**config.mk**
```make
export PLATFORM = sky130hd
export DESIGN_NAME = mbist_ctrl
export DESIGN_NICKNAME = d
export VERILOG_FILES = /design/src/rtl/mbist_pkg.sv /design/src/rtl/mbist_addr_gen.sv /design/src/rtl/mbist_ctrl.sv
export SDC_FILE = /design/constraint.sdc
export NUM_CORES = 1
export LEC_CHECK = 0
export BUFFER_PORTS_ARGS = -buffer_cell sky130_fd_sc_hd__buf_2
export CORE_UTILIZATION = 49
export DETAILED_ROUTE_END_ITERATION = 6
export HOLD_SLACK_MARGIN = 0.15
export PLACE_DENSITY = 0.82
export SYNTH_ARGS = -nofsm -noshare
export SYNTH_HDL_FRONTEND = slang
export SYNTH_SLANG_ARGS = --single-unit
```
**constraint.sdc**
```tcl
create_clock -name clk -period 4.5 [get_ports clk]
set_input_delay 0.45 -clock clk [delete_from_list [all_inputs] [get_ports clk]]
set_output_delay 0.45 -clock clk [all_outputs]
set_load 0.03 [all_outputs]
```
**src/rtl/mbist_pkg.sv**
```systemverilog
// Shared types and constants for the March-style memory BIST controller.
package mbist_pkg;

  localparam int   NUM_BG_DEF = 6;
  localparam int   BG_W       = 3;
  localparam logic INV_ZERO   = 1'b0;
  localparam logic INV_ONE    = 1'b1;

  typedef enum logic [2:0] {
    ST_IDLE,
    ST_M0_W,
    ST_M1_R,
    ST_M1_W,
    ST_M2_R,
    ST_M2_W,
    ST_DONE
  } state_t;

endpackage

```
**src/rtl/mbist_addr_gen.sv**
```systemverilog
// Loadable up/down address counter with terminal-count flags.
module mbist_addr_gen #(
  parameter int ADDR_W = 4
) (
  input  logic              clk,
  input  logic              rst,
  input  logic              load,
  input  logic [ADDR_W-1:0] load_val,
  input  logic              up,
  input  logic              dn,
  output logic [ADDR_W-1:0] addr,
  output logic              at_min,
  output logic              at_max
);

  logic [ADDR_W-1:0] addr_q, addr_d;

  always_comb begin
    addr_d = addr_q;
    if (load)
      addr_d = load_val;
    else if (up)
      addr_d = addr_q + ADDR_W'(1);
    else if (dn)
      addr_d = addr_q - ADDR_W'(1);
  end

  always_ff @(posedge clk or posedge rst) begin
    if (rst) addr_q <= '0;
    else     addr_q <= addr_d;
  end

  assign addr   = addr_q;
  assign at_min = (addr_q == '0);
  assign at_max = (addr_q == '1);

endmodule

```
**src/rtl/mbist_ctrl.sv**
```systemverilog
// March BIST sequencer: M0 up(w0), M1 up(r0,w1), M2 down(r1,w0) per data background.
// Define MBIST_FAIL_LOG_EN to enable the first-fail address/background log and mismatch counter.
module mbist_ctrl
  import mbist_pkg::*;
#(
  parameter int ADDR_W = 4,
  parameter int NUM_BG = NUM_BG_DEF
) (
  input  logic              clk,
  input  logic              rst,
  input  logic              start,
  output logic [2:0]        q,
  input  logic [7:0]        data_t,
  output logic [ADDR_W-1:0] addr,
  output logic              we,
  output logic              re,
  output logic [7:0]        wr_data,
  input  logic [7:0]        rd_data,
  output logic              busy,
  output logic              done,
  output logic              fail,
  output logic [ADDR_W-1:0] fail_addr,
  output logic [2:0]        fail_q,
  output logic [7:0]        fail_cnt
);

  // states: IDLE idle | M0_W up w0 | M1_R,M1_W up r0,w1 | M2_R,M2_W down r1,w0 | DONE finished
  state_t            state_q, state_d;
  logic [BG_W-1:0]   q_q, q_d;
  logic              we_q, we_d, re_q, re_d, busy_q, busy_d, done_q, done_d, inv_q, inv_d;
  logic              cmp_pend_q, cmp_pend_d, fail_sticky_q, fail_sticky_d;
  logic [7:0]        exp_q, exp_d;
  logic              ag_load, ag_up, ag_dn, at_min, at_max, start_run, mismatch;
  logic [ADDR_W-1:0] addr_w;

  mbist_addr_gen #(.ADDR_W(ADDR_W)) u_addr_gen (
    .clk      (clk),
    .rst      (rst),
    .load     (ag_load),
    .load_val ('0),
    .up       (ag_up),
    .dn       (ag_dn),
    .addr     (addr_w),
    .at_min   (at_min),
    .at_max   (at_max)
  );

  assign mismatch = cmp_pend_q && (rd_data != exp_q);

  always_comb begin
    state_d   = state_q;
    q_d       = q_q;
    ag_load   = 1'b0;
    ag_up     = 1'b0;
    ag_dn     = 1'b0;
    start_run = 1'b0;
    case (state_q)
      ST_IDLE, ST_DONE: if (start) begin
        state_d   = ST_M0_W;
        q_d       = '0;
        ag_load   = 1'b1;
        start_run = 1'b1;
      end
      ST_M0_W: if (at_max) begin
        state_d = ST_M1_R;
        ag_load = 1'b1;
      end else begin
        ag_up = 1'b1;
      end
      ST_M1_R: state_d = ST_M1_W;
      ST_M1_W: if (at_max) begin
        state_d = ST_M2_R;
      end else begin
        state_d = ST_M1_R;
        ag_up   = 1'b1;
      end
      ST_M2_R: state_d = ST_M2_W;
      ST_M2_W: if (!at_min) begin
        state_d = ST_M2_R;
        ag_dn   = 1'b1;
      end else if (q_q == BG_W'(NUM_BG - 1)) begin
        state_d = ST_DONE;
      end else begin
        state_d = ST_M0_W;
        q_d     = q_q + BG_W'(1);
      end
      default: state_d = ST_IDLE;
    endcase

    we_d   = (state_d == ST_M0_W) || (state_d == ST_M1_W) || (state_d == ST_M2_W);
    re_d   = (state_d == ST_M1_R) || (state_d == ST_M2_R);
    busy_d = (state_d != ST_IDLE) && (state_d != ST_DONE);
    done_d = (state_d == ST_DONE);
    inv_d  = ((state_d == ST_M1_W) || (state_d == ST_M2_R)) ? INV_ONE : INV_ZERO;

    // expected word is captured in the read cycle, checked against rd_data one cycle later
    exp_d         = re_q ? (data_t ^ {8{inv_q}}) : exp_q;
    cmp_pend_d    = start_run ? 1'b0 : re_q;
    fail_sticky_d = start_run ? 1'b0 : (fail_sticky_q | mismatch);
  end

  always_ff @(posedge clk or posedge rst) begin
    if (rst) begin
      state_q       <= ST_IDLE;
      q_q           <= '0;
      we_q          <= 1'b0;
      re_q          <= 1'b0;
      busy_q        <= 1'b0;
      done_q        <= 1'b0;
      inv_q         <= INV_ZERO;
      exp_q         <= '0;
      cmp_pend_q    <= 1'b0;
      fail_sticky_q <= 1'b0;
    end else begin
      state_q       <= state_d;
      q_q           <= q_d;
      we_q          <= we_d;
      re_q          <= re_d;
      busy_q        <= busy_d;
      done_q        <= done_d;
      inv_q         <= inv_d;
      exp_q         <= exp_d;
      cmp_pend_q    <= cmp_pend_d;
      fail_sticky_q <= fail_sticky_d;
    end
  end

  assign q       = q_q;
  assign addr    = addr_w;
  assign we      = we_q;
  assign re      = re_q;
  assign wr_data = data_t ^ {8{inv_q}};
  assign busy    = busy_q;
  assign done    = done_q;
  assign fail    = fail_sticky_q;

`ifdef MBIST_FAIL_LOG_EN
  logic [ADDR_W-1:0] cmp_addr_q, cmp_addr_d, fail_addr_q, fail_addr_d;
  logic [BG_W-1:0]   cmp_bg_q, cmp_bg_d, fail_bg_q, fail_bg_d;
  logic [7:0]        fail_cnt_q, fail_cnt_d;

  always_comb begin
    cmp_addr_d  = re_q ? addr_w : cmp_addr_q;
    cmp_bg_d    = re_q ? q_q : cmp_bg_q;
    fail_addr_d = fail_addr_q;
    fail_bg_d   = fail_bg_q;
    fail_cnt_d  = fail_cnt_q;
    if (start_run) begin
      fail_addr_d = '0;
      fail_bg_d   = '0;
      fail_cnt_d  = '0;
    end else if (mismatch) begin
      if (!fail_sticky_q) begin
        fail_addr_d = cmp_addr_q;
        fail_bg_d   = cmp_bg_q;
      end
      if (fail_cnt_q != 8'hFF) fail_cnt_d = fail_cnt_q + 8'd1;
    end
  end

  always_ff @(posedge clk or posedge rst) begin
    if (rst) begin
      cmp_addr_q  <= '0;
      cmp_bg_q    <= '0;
      fail_addr_q <= '0;
      fail_bg_q   <= '0;
      fail_cnt_q  <= '0;
    end else begin
      cmp_addr_q  <= cmp_addr_d;
      cmp_bg_q    <= cmp_bg_d;
      fail_addr_q <= fail_addr_d;
      fail_bg_q   <= fail_bg_d;
      fail_cnt_q  <= fail_cnt_d;
    end
  end

  assign fail_addr = fail_addr_q;
  assign fail_q    = fail_bg_q;
  assign fail_cnt  = fail_cnt_q;
`else
  assign fail_addr = '0;
  assign fail_q    = '0;
  assign fail_cnt  = '0;
`endif

endmodule

```
==> results.yml, run 1 <==
worst_setup_path:
  cp-start-kind: "flip-flop"
  crit_path_end_kind: "flip-flop"
  cpLargestDelayFamily: "simple AND/OR/NAND/NOR gates"
  path_class: "reg2reg"
  worstPathMaxFanout: 9
  worstPathArrival_ns: 2.51
  cpMostUsedCell: "a21oi_1"
  slowest_delay_ns: 0.50
  critPathBufInv: 0
  worstPathRequired_ns: 4.75
  path_cells: "nand4_1, nand3b_2, ha_1, a21o_1, a21oi_1, xor2_1, or3_1, a21oi_1"
  crit_slowest_cell: "dfrtp_1"
sta:
  rsz0062_at_grt: "false"
  finalSetupViolations: 0
  fin_crit_ns: 2.27
  final_hold_viol_count: 0
  tightest_slew_ns: 0.914
  post-route-period-util_pct: 50.4
  slew_violations: 0
  slew_headroom_pct: 39.0
  hold_slack_ns: 0.320
  fin_skew_ns: 0.00535
  setup_tns_ns: 0
  fmax_mhz: 441
final_layout:
  fin_area_um2: 1770
  drive_gt1_share_pct: 33.7
  syn_to_final_growth_pct: 10.5
  final_common_cell: "buf_2"
  diodes: 0
  stdcell_count: 231
  final_cell_mix: "38 x buf_2, 25 x dfrtp_1, 19 x xor2_1"
  fin_nets: 212
global_routing:
  grt_start_max_net_pins: 26
  grt.total_usage_pct: 16.7
  grt_pass1_vias: 1023
  overflow: 0
  antenna_found_initial: 0
  grt_pass1_wl_mm: 4.36
min_path:
  min_path_type: "in2async"
clocking:
  cts_hold_buf: 0
  clockBufferDepth: 2
  clk_pin_slew_ns: 0.13
  cts_sinks: 25
  cts_buffers: 3
  cts_tree: "built"
  cts_resized: 0
  cts-htree-levels: 1
  post_cts_buffers: 0
  clk_root_buffer_cell: "clkbuf_4"
  clk-insertion-delay-late_ns: 0.31
logic_synthesis:
  syn_area_um2: 1610
  async_flop_share_pct: 100
  syn_avg_cell_area_um2: 10.6
  synthCells: 151
  synthDistinctLibCells: 43
  ys_warn_count: 0
  yosys_register_bits: 25
  synth_ff_type: "dfrtp_1"
  yosysSeqAreaShare_pct: 39.0
  synth_edf_count: 0
floorplan:
  die_width_um: 59.2
  ios: 54
  num_rows: 20
  core_area_um2: 3080
  die_h_um: 59.2
  die_area_um2: 3510
  start_util_pct: 52.2
power_and_ir_drop:
  pwr-share-clk_pct: 25.3
  seqPwrFrac_pct: 60.5
  p_leak_nw: 0.879
  switchingPower_mw: 0.103
  switching_share_pct: 26.9
  p_int_mw: 0.278
  ir_drop_uv: 121
  p_per_area_nw_per_um2: 215
  p_comb_share_pct: 14.2
place:
  place_congestion: 0.868
  port_buffers: 38
  dp_hpwl_mm: 2.16
  place_inst: 227
  placed_area_um2: 1750
run:
  drv_cap: 0
detailed_routing:
  post_drt_wl_per_cell_um: 12.1
  vias_per_cell: 4.92
  ant_nets: 0
  num_vias: 1137
  first_pass_iters: 4
  wirelength_mm: 2.80
  dr.first_iter.drc_count: 16
  drc: 0
run_status:
  run_status: "completed"
==> synth_stat cells, drive strengths merged, types with 2 or more instances <==
master | number | area share (%)
nor2b | 3 | 1.6
xnor2 | 2 | 1.1
o21ai | 8 | 3.2
or3 | 2 | 0.78
a21oi | 10 | 3.8
xor2 | 19 | 10
mux2 | 8 | 5.6
nand2 | 5 | 1.2
a21o | 5 | 2.4
ha | 4 | 3.1
nor2 | 8 | 2.0
o221ai | 2 | 1.1
nor4 | 3 | 1.2
buf | 20 | 9.7
nand3 | 2 | 0.62
inv | 7 | 1.6
dfrtp | 25 | 39
==> power by group through the flow <==
stage,Clock [mW],Combinational [mW],Sequential (mW)
floorplan,0,0.0492,0.234
global placement,0,0.0536,0.235
detailed placement,0,0.0544,0.235
CTS,0.103,0.0546,0.231
global route,0.113,0.0589,0.231
finish,0.0963,0.0541,0.231
==> sequential cells by signal, summed over array words and instances, names as in the netlist <==
name	count
state_q	3
u_addr_gen.addr	4
inv_q	1
fail	1
cmp_pend_q	1
we	1
exp_q	8
q	3
re	1
done	1
busy	1
==> per-layer routing <==
metal	part of all wire, %	track usage, %	up-vias
met5	0	0	-
met1	44	20.8	528
met2	49	28.7	45
met4	1.6	8.50	0
li1	-	-	560
met3	5.1	1.75	4
==> cell type report <==
cell class              count  area [um2]
multi-input cells         113         851
repair buffers             38         190
well taps                  44        55.1
fillers                   275        1300
clock buffers               4        26.3
flip-flops and latches     25         626
inverters                   7        26.3
==> stage by stage <==
step / worst slack (ns) / utilization (%) / power [mW]
2_1_floorplan: 2.28 / - / 0.284
3_3_place_gp: 2.42 / 56.8 / 0.288
3_5_place_dp: 2.28 / 56.8 / 0.289
4_1_cts: 2.24 / 57.6 / 0.388
5_1_grt: 2.07 / 57.6 / 0.403
6_report: 2.23 / 57.6 / 0.381
==> cell families after synthesis <==
family                   synth area share, %
other                                  0.234
adder cells (fa/ha/maj)                 4.36
XOR/XNOR                                11.5
multiplexers                            6.24
AO/OA/AOI/OAI                           14.6
buffers and inverters                   11.3
flip-flops                              39.0
AND/OR/NAND/NOR                         12.9
==> final timing paths <==
kind	slack (ns)	to	start	cells after the start
worst max-delay path	2.23	u_addr_gen.addr[3]	u_addr_gen.addr[1]	8
worst min-delay path	0.32	q[2]	rst	2
worst max register to register	2.23	u_addr_gen.addr[3]	u_addr_gen.addr[1]	8
worst min register to register	0.50	fail	cmp_pend_q	2
max in group asynchronous	3.62	busy	rst	2
min in group clk	0.50	fail	cmp_pend_q	2
No activity file was read; power rests on OpenSTA's default activity.
==> inputs of run 2 (changes only) <==
==> constraint.sdc (replaced) <==
create_clock -name clk -period 2.36 [get_ports clk]
set_input_delay 0.236 -clock clk [delete_from_list [all_inputs] [get_ports clk]]
set_output_delay 0.236 -clock clk [all_outputs]
set_load 0.03 [all_outputs]
==> run 2 against run 1 <==
  * Register-to-register slack got worse by 1.9 ns
  * Maximum frequency is 9.9% higher
  * Sequential power rose by 90%
  * Combinational power grew 94%
  * Setup slack worse by 1.9 ns
  * Clock skew shrank 0.0032 ns
==> results.yml, run 2 (synthesis results as in run 1) <==
worst_setup_path:
  r2r_start: "u_addr_gen.addr[1]"
  worstPathMaxFanout: 9
  r2r-end: "u_addr_gen.addr[3]"
  cp-startpoint: "u_addr_gen.addr[1]"
  worstPathArrival_ns: 2.32
  rrSetupSlack_ns: 0.30
  worstPathRequired_ns: 2.61
  path_class: "reg2reg"
  crit_path_end_kind: "flip-flop"
  cp-start-kind: "flip-flop"
  reg2reg_depth: 8
  endpoint: "u_addr_gen.addr[3]"
floorplan:
  num_rows: 20
  die_area_um2: 3510
  ios: 54
  start_util_pct: 52.2
  die_width_um: 59.2
  core_area_um2: 3080
  die_h_um: 59.2
clocking:
  cts_sinks: 25
  cts_buffers: 3
  clk-insertion-delay-late_ns: 0.32
  clockBufferDepth: 2
  clk_pin_slew_ns: 0.13
  cts_tree: "built"
  post_cts_buffers: 0
  clk_root_buffer_cell: "clkbuf_4"
  cts-htree-levels: 1
detailed_routing:
  post_drt_wl_per_cell_um: 12.0
  first_pass_iters: 4
  num_vias: 1186
  vias_per_cell: 5.03
  wirelength_mm: 2.84
  dr.first_iter.drc_count: 35
  drc: 0
  ant_nets: 0
final_layout:
  fill_cells: 286
  multi_input_area_um2: 851
  fin_util_pct: 59.0
  final_cell_mix: "38 x buf_2, 25 x dfrtp_1, 19 x xor2_1"
  final_common_cell: "buf_2"
  largest_reg_flops: 8
  diodes: 0
  syn_to_final_growth_pct: 13.1
  fin_nets: 217
  top_register: "exp_q"
  drive_gt1_share_pct: 35.4
  regArea_um2: 626
sta:
  fmax_mhz: 485
  post-route-period-util_pct: 87.4
  slew_violations: 0
  fin_skew_ns: 0.00220
  finalSetupViolations: 0
  rsz0062_at_grt: "false"
  setup_ws_ns: 0.298
  final_hold_viol_count: 0
  setup_tns_ns: 0
  fin_crit_ns: 2.06
global_routing:
  antenna_found_initial: 0
  grt_pass1_wl_mm: 4.53
  grt_pass1_vias: 1044
  overflow: 0
  grt.total_usage_pct: 17.1
  grt_start_max_net_pins: 26
power_and_ir_drop:
  p_per_area_nw_per_um2: 403
  power.total_mw: 0.732
  p_leak_nw: 0.906
  ir_drop_uv: 236
place:
  dp_hpwl_mm: 2.19
  port_buffers: 38
  place_congestion: 0.836
  post-place-ws_ns: 0.324
min_path:
  min_path_type: "in2reg"
run:
  drv_cap: 0
run_status:
  run_status: "completed"
## run 2: repair_timing
action | in CTS | in global routing
endpoints found under the hold margin | 25 | 0
setup endpoints to repair | 0 | 0
hold buffers | 1 | 0
gates resized for setup | 0 | 0
## run 2: layer usage
layer	routed length, um	vias to the layer above	global-route usage, %
met5	0	-	0
met4	31	0	6.46
met3	190	2	2.40
met2	1390	57	30.2
met1	1220	561	21.1
li1	-	566	-
## run 2: worst max-delay path, stage by stage (launching register included)
cell and delay, ns:
dfrtp_1 0.49, nand4_1 0.16, nand3b_2 0.17, ha_1 0.31, a21o_1 0.17, a21oi_1 0.16, xor2_1 0.10, or3_1 0.31
a21oi_1 0.12
## run 2: worst min path at each step
stage | from | to | slack [ns] | cells after the start
2_1_floorplan | rst | busy | 0.26 | 1
3_3_place_gp | rst | done | 0.29 | 3
3_5_place_dp | rst | re | 0.30 | 3
4_1_cts | start | we | 0.28 | 3
5_1_grt | start | we | 0.30 | 3
6_report | start | we | 0.29 | 3
## run 2: layout make-up
cell class | instances | area share [%]
clock buffer | 3 | 1.24
clock inverter | 1 | 0.276
inverter | 7 | 1.45
multi-input combinational | 113 | 46.9
sequential | 25 | 34.5
tap | 44 | 3.03
timing repair buffer | 43 | 12.7
## run 2: metrics by stage
stage | hold slack, ns | instances | area [um2]
final | 0.294 | 236 | 1820
after floorplan | 0.263 | 165 | 1660
after global routing | 0.300 | 236 | 1820
after CTS | 0.279 | 236 | 1820
after global placement | 0.294 | 231 | 1780
after detailed placement | 0.303 | 231 | 1780
## run 2: power breakdown
| part | internal (mW) | switching, mW | leakage, nW |
|---|---|---|---|
| Combinational | 0.0320 | 0.0727 | 0.591 |
| Sequential | 0.435 | 0.00454 | 0.297 |
| Clock | 0.0635 | 0.124 | 0.0177 |
| Total | 0.531 | 0.202 | 0.906 |
==> inputs of run 3 (changes only) <==
--- a/config.mk
+++ b/config.mk
@@ -7,6 +7,7 @@
 export LEC_CHECK = 0
 export BUFFER_PORTS_ARGS = -buffer_cell sky130_fd_sc_hd__buf_2
 export CORE_UTILIZATION = 49
+export CTS_BUF_LIST = sky130_fd_sc_hd__clkbuf_8 sky130_fd_sc_hd__clkbuf_16
 export DETAILED_ROUTE_END_ITERATION = 6
 export HOLD_SLACK_MARGIN = 0.15
 export PLACE_DENSITY = 0.82
==> run 3 against run 2 <==
  * Combinational power hardly changed
  * Global-route usage hardly changed
  * Via count is 1.3% lower
  * Clock skew is 0.00070 ns lower
  * Clock-buffer cell count stayed put
  * Power is 8.1% higher
  * Clock power is 32% higher
  * Setup slack better by 0.013 ns
  * Non-clock buffer count stayed put
  * Critical path type unchanged
  * Highest routed layer unchanged
==> results.yml, run 3 (synthesis results as in run 1) <==
final_layout:
  syn_to_final_growth_pct: 14.3
  final_cell_mix: "38 x buf_2, 25 x dfrtp_1, 19 x xor2_1"
  fill_cells: 288
  fin_util_pct: 59.6
  largest_reg_flops: 8
  fin_area_um2: 1830
  final_common_cell: "buf_2"
  top_register: "exp_q"
  regArea_um2: 626
  diodes: 0
  multi_input_area_um2: 851
  drive_gt1_share_pct: 35.4
  stdcell_count: 236
  fin_nets: 217
power_and_ir_drop:
  p_per_area_nw_per_um2: 432
  power.total_mw: 0.792
  ir_drop_uv: 261
  switchingPower_mw: 0.207
  p_comb_share_pct: 13.2
  seqPwrFrac_pct: 55.5
  pwr-share-clk_pct: 31.3
  p_int_mw: 0.585
  p_leak_nw: 0.914
  switching_share_pct: 26.2
worst_setup_path:
  crit_path_end_kind: "flip-flop"
  cp-start-kind: "flip-flop"
  r2r_start: "u_addr_gen.addr[1]"
  r2r-end: "u_addr_gen.addr[3]"
  worstPathRequired_ns: 2.56
  rrSetupSlack_ns: 0.31
  worstPathMaxFanout: 9
  reg2reg_depth: 8
  worstPathArrival_ns: 2.25
  path_class: "reg2reg"
clocking:
  post_cts_buffers: 0
  cts_buffers: 3
  clockBufferDepth: 2
  cts_sinks: 25
  clk_pin_slew_ns: 0.08
  clk_root_buffer_cell: "clkbuf_8"
  clk-insertion-delay-late_ns: 0.26
  cts-htree-levels: 1
  cts_resized: 0
  cts_tree: "built"
run:
  drv_cap: 0
detailed_routing:
  post_drt_wl_per_cell_um: 11.9
  wirelength_mm: 2.81
  dr.first_iter.drc_count: 21
  ant_nets: 0
  first_pass_iters: 4
  drc: 0
  num_vias: 1171
  vias_per_cell: 4.96
sta:
  rsz0062_at_grt: "false"
  final_hold_viol_count: 0
  setup_tns_ns: 0
  hold_slack_ns: 0.349
  fmax_mhz: 488
  fin_skew_ns: 0.00150
  finalSetupViolations: 0
  setup_ws_ns: 0.311
  fin_crit_ns: 2.05
  slew_violations: 0
  post-route-period-util_pct: 86.8
floorplan:
  core_area_um2: 3080
  num_rows: 20
  ios: 54
  die_h_um: 59.2
  die_area_um2: 3510
  start_util_pct: 52.2
  die_width_um: 59.2
place:
  place_congestion: 0.836
  post-place-ws_ns: 0.324
  placed_area_um2: 1780
  place_inst: 231
  dp_hpwl_mm: 2.19
  port_buffers: 38
global_routing:
  overflow: 0
  grt_pass1_wl_mm: 4.44
  antenna_found_initial: 0
  grt_start_max_net_pins: 26
  grt.total_usage_pct: 17.1
  grt_pass1_vias: 1041
min_path:
  hp-start: "start"
  min_to: "we"
  whs_path_depth: 3
  min_path_type: "in2reg"
run_status:
  run_status: "completed"
## run 3: cell counts in the layout (fill, tap and decap cells not counted)
Identical to the previous run, type by type.
## run 3: area by class of cell
cell class / instances / area share, %
multi-input cells: 113 / 46.4
flip-flops and latches: 25 / 34.1
repair buffers: 43 / 12.6
well taps: 44 / 3.00
clock buffers: 3 / 2.25
inverters: 7 / 1.43
clock inverters: 1 / 0.273
## run 3: metal layers
layer | vias to the layer above | GRT usage (%) | routed length, um
met5 | - | 0 | 0
met4 | 0 | 11.2 | 63
met3 | 4 | 1.97 | 170
met2 | 48 | 28.6 | 1360
met1 | 553 | 20.7 | 1220
li1 | 566 | - | -
## run 3: worst max-delay path, stage by stage, from the launching register on
cell,delay [ns]
dfrtp_1,0.47
nand4_1,0.16
nand3b_2,0.17
ha_1,0.31
a21o_1,0.17
a21oi_1,0.16
xor2_1,0.10
or3_1,0.31
a21oi_1,0.12
## run 3: what timing repair did
action | CTS | global route
setup endpoints to repair | 0 | 0
hold buffers | 1 | 0
endpoints found under the hold margin | 25 | 0
## run 3: worst max-delay path by stage
| stage | startpoint | end | cells after the start |
|---|---|---|---|
| final | u_addr_gen.addr[1] | u_addr_gen.addr[3] | 8 |
| after CTS | u_addr_gen.addr[1] | u_addr_gen.addr[3] | 8 |
| after global routing | u_addr_gen.addr[1] | u_addr_gen.addr[3] | 8 |
| after floorplan | u_addr_gen.addr[1] | u_addr_gen.addr[3] | 8 |
| after detailed placement | u_addr_gen.addr[1] | u_addr_gen.addr[3] | 8 |
| after global placement | u_addr_gen.addr[1] | u_addr_gen.addr[3] | 8 |
## run 3: power groups by stage
stage | sequential [mW] | combinational [mW] | clock, mW
2_1_floorplan | 0.447 | 0.0938 | 0
3_3_place_gp | 0.448 | 0.103 | 0
3_5_place_dp | 0.448 | 0.105 | 0
4_1_cts | 0.440 | 0.106 | 0.257
5_1_grt | 0.441 | 0.115 | 0.278
6_report | 0.439 | 0.105 | 0.248
